<file path="src/rtl/memory_pkg.sv">
// Shared types for the memory-stage data-bus initiator: access size, dbus request/response
// records and the transaction FSM state encoding.
package memory_pkg;

  localparam int ADDR_W = 32;
  localparam int DATA_W = 32;
  localparam int STRB_W = DATA_W / 8;

  typedef enum logic [1:0] {
    MEM_B = 2'd0,
    MEM_H = 2'd1,
    MEM_W = 2'd2
  } mem_type_t;

  typedef struct packed {
    logic              valid;
    logic [ADDR_W-1:0] addr;
    logic [2:0]        size;
    logic [STRB_W-1:0] strobe;
    logic [DATA_W-1:0] data;
  } dbus_req_t;

  typedef struct packed {
    logic              addr_ok;
    logic              data_ok;
    logic [DATA_W-1:0] data;
  } dbus_resp_t;

  typedef enum logic [1:0] {
    ST_IDLE = 2'd0,
    ST_REQ  = 2'd1,
    ST_WAIT = 2'd2,
    ST_DONE = 2'd3
  } mau_state_t;

endpackage

</file>
<file path="src/rtl/mem_access_unit_if.sv">
// Data-bus channel between the memory-stage initiator (master) and the memory system (slave).
interface mem_access_unit_if;
  import memory_pkg::*;

  dbus_req_t  req;
  dbus_resp_t resp;

  modport master (output req, input resp);
  modport slave  (input req, output resp);

endinterface

</file>
<file path="src/rtl/store_format.sv">
// Maps access size, byte offset and store source into dbus size code, byte strobe and
// lane-replicated write data.
module store_format
  import memory_pkg::*;
(
  input  mem_type_t   mem_type,
  input  logic [1:0]  offset,
  input  logic [31:0] wdata,
  output logic [2:0]  size,
  output logic [3:0]  strobe,
  output logic [31:0] data
);

  always_comb begin
    size   = 3'd2;
    strobe = 4'b1111;
    data   = wdata;
    case (mem_type)
      MEM_B: begin
        size   = 3'd0;
        strobe = 4'b0001 << offset;
        data   = {4{wdata[7:0]}};
      end
      MEM_H: begin
        size   = 3'd1;
        strobe = offset[1] ? 4'b1100 : 4'b0011;
        data   = {2{wdata[15:0]}};
      end
      default: ;
    endcase
  end

endmodule

</file>
<file path="src/rtl/mem_access_unit.sv">
// Memory-stage data-bus initiator: issues one dbus transaction per load/store, holds it to
// completion, stalls the front pipe meanwhile and returns the raw read word to writeback.
//
//  state | meaning
//  IDLE  | no transaction; a new request is presented combinationally
//  REQ   | request presented, waiting for addr_ok (fields frozen in req_q)
//  WAIT  | request accepted, waiting for data_ok
//  DONE  | response received, holding until writeback takes it
module mem_access_unit
  import memory_pkg::*;
(
  input  logic              clk,
  input  logic              reset,
  input  logic              in_valid,
  input  logic              in_memread,
  input  logic              in_memwrite,
  input  mem_type_t         in_mem_type,
  input  logic [31:0]       in_addr,
  input  logic [31:0]       in_wdata,
  input  logic              advance,
  input  logic              flush,
  mem_access_unit_if.master dbus,
  output logic [31:0]       rd_out,
  output logic              stall,
  output logic              misalign
);

  mau_state_t  state_q, state_d;
  logic        discard_q, discard_d;
  dbus_req_t   req_q, req_d, new_req, req_out;
  logic [31:0] rdata_q, rdata_d;
  logic        access, need, finish, is_load, addr_ok, data_ok, flush_idle;
  logic [2:0]  fmt_size;
  logic [3:0]  fmt_strobe;
  logic [31:0] fmt_data;

  assign addr_ok = dbus.resp.addr_ok;
  assign data_ok = dbus.resp.data_ok;

  assign access   = in_valid & (in_memread | in_memwrite);
  assign misalign = access & (((in_mem_type == MEM_H) & in_addr[0]) |
                              ((in_mem_type == MEM_W) & (in_addr[1:0] != 2'b00)));
  assign need     = access & ~misalign;

  store_format u_store_format (
    .mem_type (in_mem_type),
    .offset   (in_addr[1:0]),
    .wdata    (in_wdata),
    .size     (fmt_size),
    .strobe   (fmt_strobe),
    .data     (fmt_data)
  );

  always_comb begin
    new_req.valid  = 1'b1;
    new_req.addr   = in_addr;
    new_req.size   = fmt_size;
    new_req.strobe = in_memwrite ? fmt_strobe : 4'b0000;
    new_req.data   = in_memwrite ? fmt_data : 32'h0;
  end

  // Loads are recognised by an all-zero strobe once the request has been captured.
  assign is_load = (state_q == ST_IDLE) ? (in_memread & ~in_memwrite) : (req_q.strobe == 4'b0000);

  always_comb begin
    state_d       = state_q;
    discard_d     = discard_q;
    req_d         = req_q;
    rdata_d       = rdata_q;
    finish        = 1'b0;
    req_out       = req_q;
    req_out.valid = 1'b0;
    case (state_q)
      ST_IDLE: begin
        if (need && !flush) begin
          req_out = new_req;
          req_d   = new_req;
          if (addr_ok && data_ok) begin
            finish  = 1'b1;
            state_d = advance ? ST_IDLE : ST_DONE;
          end else begin
            state_d = addr_ok ? ST_WAIT : ST_REQ;
          end
        end
      end
      ST_REQ: begin
        req_out = req_q;
        if (addr_ok && data_ok) begin
          finish = 1'b1;
        end else begin
          state_d = addr_ok ? ST_WAIT : ST_REQ;
          if (flush) discard_d = 1'b1;
        end
      end
      ST_WAIT: begin
        if (data_ok) finish = 1'b1;
        else if (flush) discard_d = 1'b1;
      end
      ST_DONE: begin
        if (advance || flush) state_d = ST_IDLE;
      end
      default: state_d = ST_IDLE;
    endcase

    // DONE only exists to hold a result writeback has not taken yet; skip it when it already has.
    if (finish && state_q != ST_IDLE) begin
      discard_d = 1'b0;
      state_d   = (discard_q || flush || advance) ? ST_IDLE : ST_DONE;
    end
    if (finish && !discard_q && !flush && is_load) rdata_d = dbus.resp.data;
    if (reset) req_out.valid = 1'b0;
  end

  always_ff @(posedge clk) begin
    if (reset) begin
      state_q   <= ST_IDLE;
      discard_q <= 1'b0;
      rdata_q   <= 32'h0;
      req_q     <= '0;
    end else begin
      state_q   <= state_d;
      discard_q <= discard_d;
      rdata_q   <= rdata_d;
      req_q     <= req_d;
    end
  end

  assign dbus.req = req_out;

  // A flush seen in IDLE kills the instruction before anything is issued, so it must not stall.
  assign flush_idle = flush & (state_q == ST_IDLE);
  assign stall = ~reset & (discard_q |
                 (need & ~flush_idle & (state_q != ST_DONE) &
                  ~(data_ok & ((state_q != ST_IDLE) | addr_ok))));

  assign rd_out = (data_ok & ~discard_q) ? dbus.resp.data : rdata_q;

endmodule

</file>
<file path="src/flat_wrapper.sv">
// flat-port wrapper written by rule: the top's interface ports become plain ports
module mem_access_unit_flat import memory_pkg::*;
  (clk, reset, in_valid, in_memread, in_memwrite, in_mem_type, in_addr, in_wdata, advance, flush, rd_out, stall, misalign, dbus_req, dbus_resp);
  mem_access_unit_if dbus_i ();
  input  logic clk;
  input  logic reset;
  input  logic in_valid;
  input  logic in_memread;
  input  logic in_memwrite;
  input  mem_type_t in_mem_type;
  input  logic [31:0] in_addr;
  input  logic [31:0] in_wdata;
  input  logic advance;
  input  logic flush;
  output logic [31:0] rd_out;
  output logic stall;
  output logic misalign;
  output wire logic [$bits(dbus_i.req)-1:0] dbus_req;
  input wire logic [$bits(dbus_i.resp)-1:0] dbus_resp;
  assign dbus_req = dbus_i.req;
  assign dbus_i.resp = dbus_resp;
  mem_access_unit u_core (.clk(clk), .reset(reset), .in_valid(in_valid), .in_memread(in_memread), .in_memwrite(in_memwrite), .in_mem_type(in_mem_type), .in_addr(in_addr), .in_wdata(in_wdata), .advance(advance), .flush(flush), .dbus(dbus_i), .rd_out(rd_out), .stall(stall), .misalign(misalign));
endmodule
</file>
<file path="config.mk">
export PLATFORM = sky130hd
export DESIGN_NAME = mem_access_unit_flat
export DESIGN_NICKNAME = d
export VERILOG_FILES = /design/src/rtl/memory_pkg.sv /design/src/rtl/mem_access_unit_if.sv /design/src/rtl/store_format.sv /design/src/rtl/mem_access_unit.sv /design/src/flat_wrapper.sv
export SDC_FILE = /design/constraint.sdc
export NUM_CORES = 1
export LEC_CHECK = 0
export ABC_AREA = 0
export CORE_ASPECT_RATIO = 1.5
export CORE_MARGIN = 2
export CORE_UTILIZATION = 45
export CTS_CLUSTER_SIZE = 24
export DETAILED_ROUTE_END_ITERATION = 8
export GPL_ROUTABILITY_DRIVEN = 0
export PLACE_DENSITY_LB_ADDON = 0.12
export SLEW_MARGIN = 20
export SYNTH_ARGS = -nofsm -noshare
export SYNTH_HDL_FRONTEND = slang
export SYNTH_SLANG_ARGS = --single-unit
</file>
<file path="constraint.sdc">
create_clock -name clk -period 4.4 [get_ports clk]
set_input_delay 0.88 -clock clk [delete_from_list [all_inputs] [get_ports clk]]
set_output_delay 0.88 -clock clk [all_outputs]
set_load 0.05 [all_outputs]
</file>
==> summary.txt <==
critical path startpoint category = input pin
Max Fanout on Critical Path = 24
WL final = 14.1 mm
Worst-path clk slew = 0.06 ns
WP data required = 3.52 ns
Iteration-0 DRC Markers = 168
top cell type by total area after synthesis = dfxtp_1
EDFF count, synth = 0
layout net count = 887
Worst Tran Pin Value = 0.794 ns
Post-synth top cells = dfxtp_1 (106), nand2b_1 (65), nand2_1 (62)
Tcrit/Tclk final = 95.5%
total CTS buffers = 9
# rows = 48
Gate Count Post-Synth = 592
synthesized cell area = 5350 um^2
CP Capture Type = primary output
RSZ-0062 raised after global routing = no
Post-CTS Hold Buffers = 0
CTS root buf = clkbuf_16
H-tree levels = 3
Die ar. = 12800 um^2
Peak Freq = 238 MHz
DR WL/cell = 15.1 um
maximum capacitance violations = 0
initial antenna violation count = 0
CTS Sinks = 106
Vias per Instance = 5.07
Data arrival, critical path = 3.32 ns
layout cells sized above 1 = 23.4%
Avg Cell Area, Syn = 9.04 um^2
Port Buffer Count = 211
final setup fails = 0
power per standard cell area = 340 nW/um^2
Yosys cell types = 41
Final Hold Viols = 0
Slew Limit Fails = 0
overall power = 2.59 mW
first-pass GRT wire length = 22.0 mm
post-route setup TNS = 0 ns
min Tclk post-route = 4.20 ns
Clock Path Buffers = 2
initial core utilization = 46.4%
Most used DFF post-synth = dfxtp_1
critical path class = input pin to primary output
Clock Latency Late Sink = 0.34 ns
Worst Setup Slack, final = 0.197 ns
CTS tree = built
DRC errors left = 0
die height = 138 um
Area growth, synth to finish = 42.6%
Synth Register Bits = 106
vias in the first global route = 4516
Place WS = 0.164 ns
Seq/Total Area, Yosys = 39.7%
GRT Overall Usage = 21.4%
net count after synthesis = 699
post-route ant nets = 0
routed via count = 4743
Peak VDD IR = 0.177 mV
placed cell area = 7330 um^2
Worst slew margin = 47.1%
leakage = 3.35 nW
top post-synthesis cells by area = dfxtp_1 (40%), mux2_2 (9.3%), mux2i_1 (9.0%)
Ys Warns = 0
status = complete, no violations
grt ovf = 0
dpl hpwl = 10.5 mm
num ports = 213
most frequent cell after synthesis = dfxtp_1
Clock Skew = 0.00980 ns
drt pass-1 iters = 4
die width = 93.0 um
# fillers = 1029
Final Cell Area = 7630 um^2
largest net degree at the start of global routing = 130
core area = 11500 um^2
Async S/R FF share, synth = 0%
top-area cell type share of the netlist area = 39.7%
ANT cells = 0
min-delay worst type = flop to flop
==> power by group <==
part | switching [mW] | leakage (nW) | internal, mW | total (mW)
logic | 0.463 | 2.35 | 0.315 | 0.778
clock network | 0.344 | 0.143 | 0.458 | 0.802
registers | 0.0188 | 0.858 | 0.994 | 1.01
==> layout make-up <==
cell class | instances | area, um^2 | share of cell area (%)
inverter | 13 | 48.8 | 0.639
clock inverter | 4 | 51.3 | 0.672
timing repair buffer | 221 | 2000 | 26.2
multi-input combinational | 429 | 2970 | 39.0
clock buffer | 12 | 246 | 3.23
tap | 150 | 188 | 2.46
sequential | 106 | 2120 | 27.8
==> metal layers <==
metal	track usage, %	routed length (um)	vias to the layer above
met1	25.2	5600	2198
met3	4.81	978	23
met2	37.4	7190	155
met4	8.74	360	0
met5	0	0	-
li1	-	-	2367
==> state kept, by name, indices dropped and copies added (netlist names) <==
signal,count
u_core.discard_q,1
u_core.rdata_q,32
u_core.req_q,71
u_core.state_q,2
==> cells in the final DEF (no fill, tap or decap), types with 2 or more instances in the layout <==
| cell | n |
|---|---|
| a211oi_1 | 3 |
| a21o_1 | 9 |
| a21oi_1 | 39 |
| a22o_1 | 4 |
| a2bb2oi_1 | 8 |
| a31oi_1 | 2 |
| buf_12 | 6 |
| buf_4 | 109 |
| clkbuf_1 | 2 |
| clkbuf_16 | 9 |
| clkdlybuf4s50_1 | 105 |
| dfxtp_1 | 106 |
| inv_1 | 13 |
| mux2_1 | 21 |
| mux2_2 | 44 |
| mux2i_1 | 48 |
| nand2_1 | 62 |
| nand2b_1 | 65 |
| nand3_1 | 11 |
| nor2_1 | 29 |
| nor2_2 | 2 |
| nor2b_1 | 41 |
| nor3_1 | 3 |
| o21a_1 | 2 |
| o21ai_0 | 13 |
| or2_1 | 4 |
| or2_2 | 4 |
==> cells by family (layout without fill, tap and decap cells) <==
kind of cell	count (synthesis)	after routing	synth area share, %
AO/OA/AOI/OAI	87	87	10.6
AND/OR/NAND/NOR	227	227	22.0
other	1	1	0.0701
XOR/XNOR	1	1	0.164
flip-flops	106	106	39.7
buffers and inverters	57	250	4.82
multiplexers	113	113	22.7
==> timing repair <==
| item | 4_1_cts | 5_1_grt |
|---|---|---|
| setup endpoints to repair | 0 | 4 |
| resized for setup | 0 | 1 |
| setup buffers | 0 | 0 |
==> path summary, 6_finish.rpt <==
kind / start / to / slack [ns] / cells past startpoint
max reg2reg: u_core.state_q[1] / u_core.req_q[18] / 2.22 / 5
min: u_core.req_q[9] / u_core.req_q[9] / 0.46 / 2
min reg2reg: u_core.req_q[9] / u_core.req_q[9] / 0.46 / 2
max: in_mem_type[1] / dbus_req[16] / 0.20 / 7
==> through the flow <==
step | cells | hold WS, ns | util (%)
after floorplan | 592 | 0.439 | -
after global placement | 919 | 0.447 | 63.6
after detailed placement | 919 | 0.454 | 63.6
after CTS | 935 | 0.463 | 66.1
after global routing | 935 | 0.477 | 66.2
final | 935 | 0.460 | 66.2
==> critical path: stages <==
cell and delay [ns]:
clkdlybuf4s50_1 0.52, xor2_1 0.22, a2bb2oi_2 0.30, or3b_2 0.73, or2_2 0.39, nand2_1 0.08
buf_4 0.19
Power figures use the tool's default switching activity.
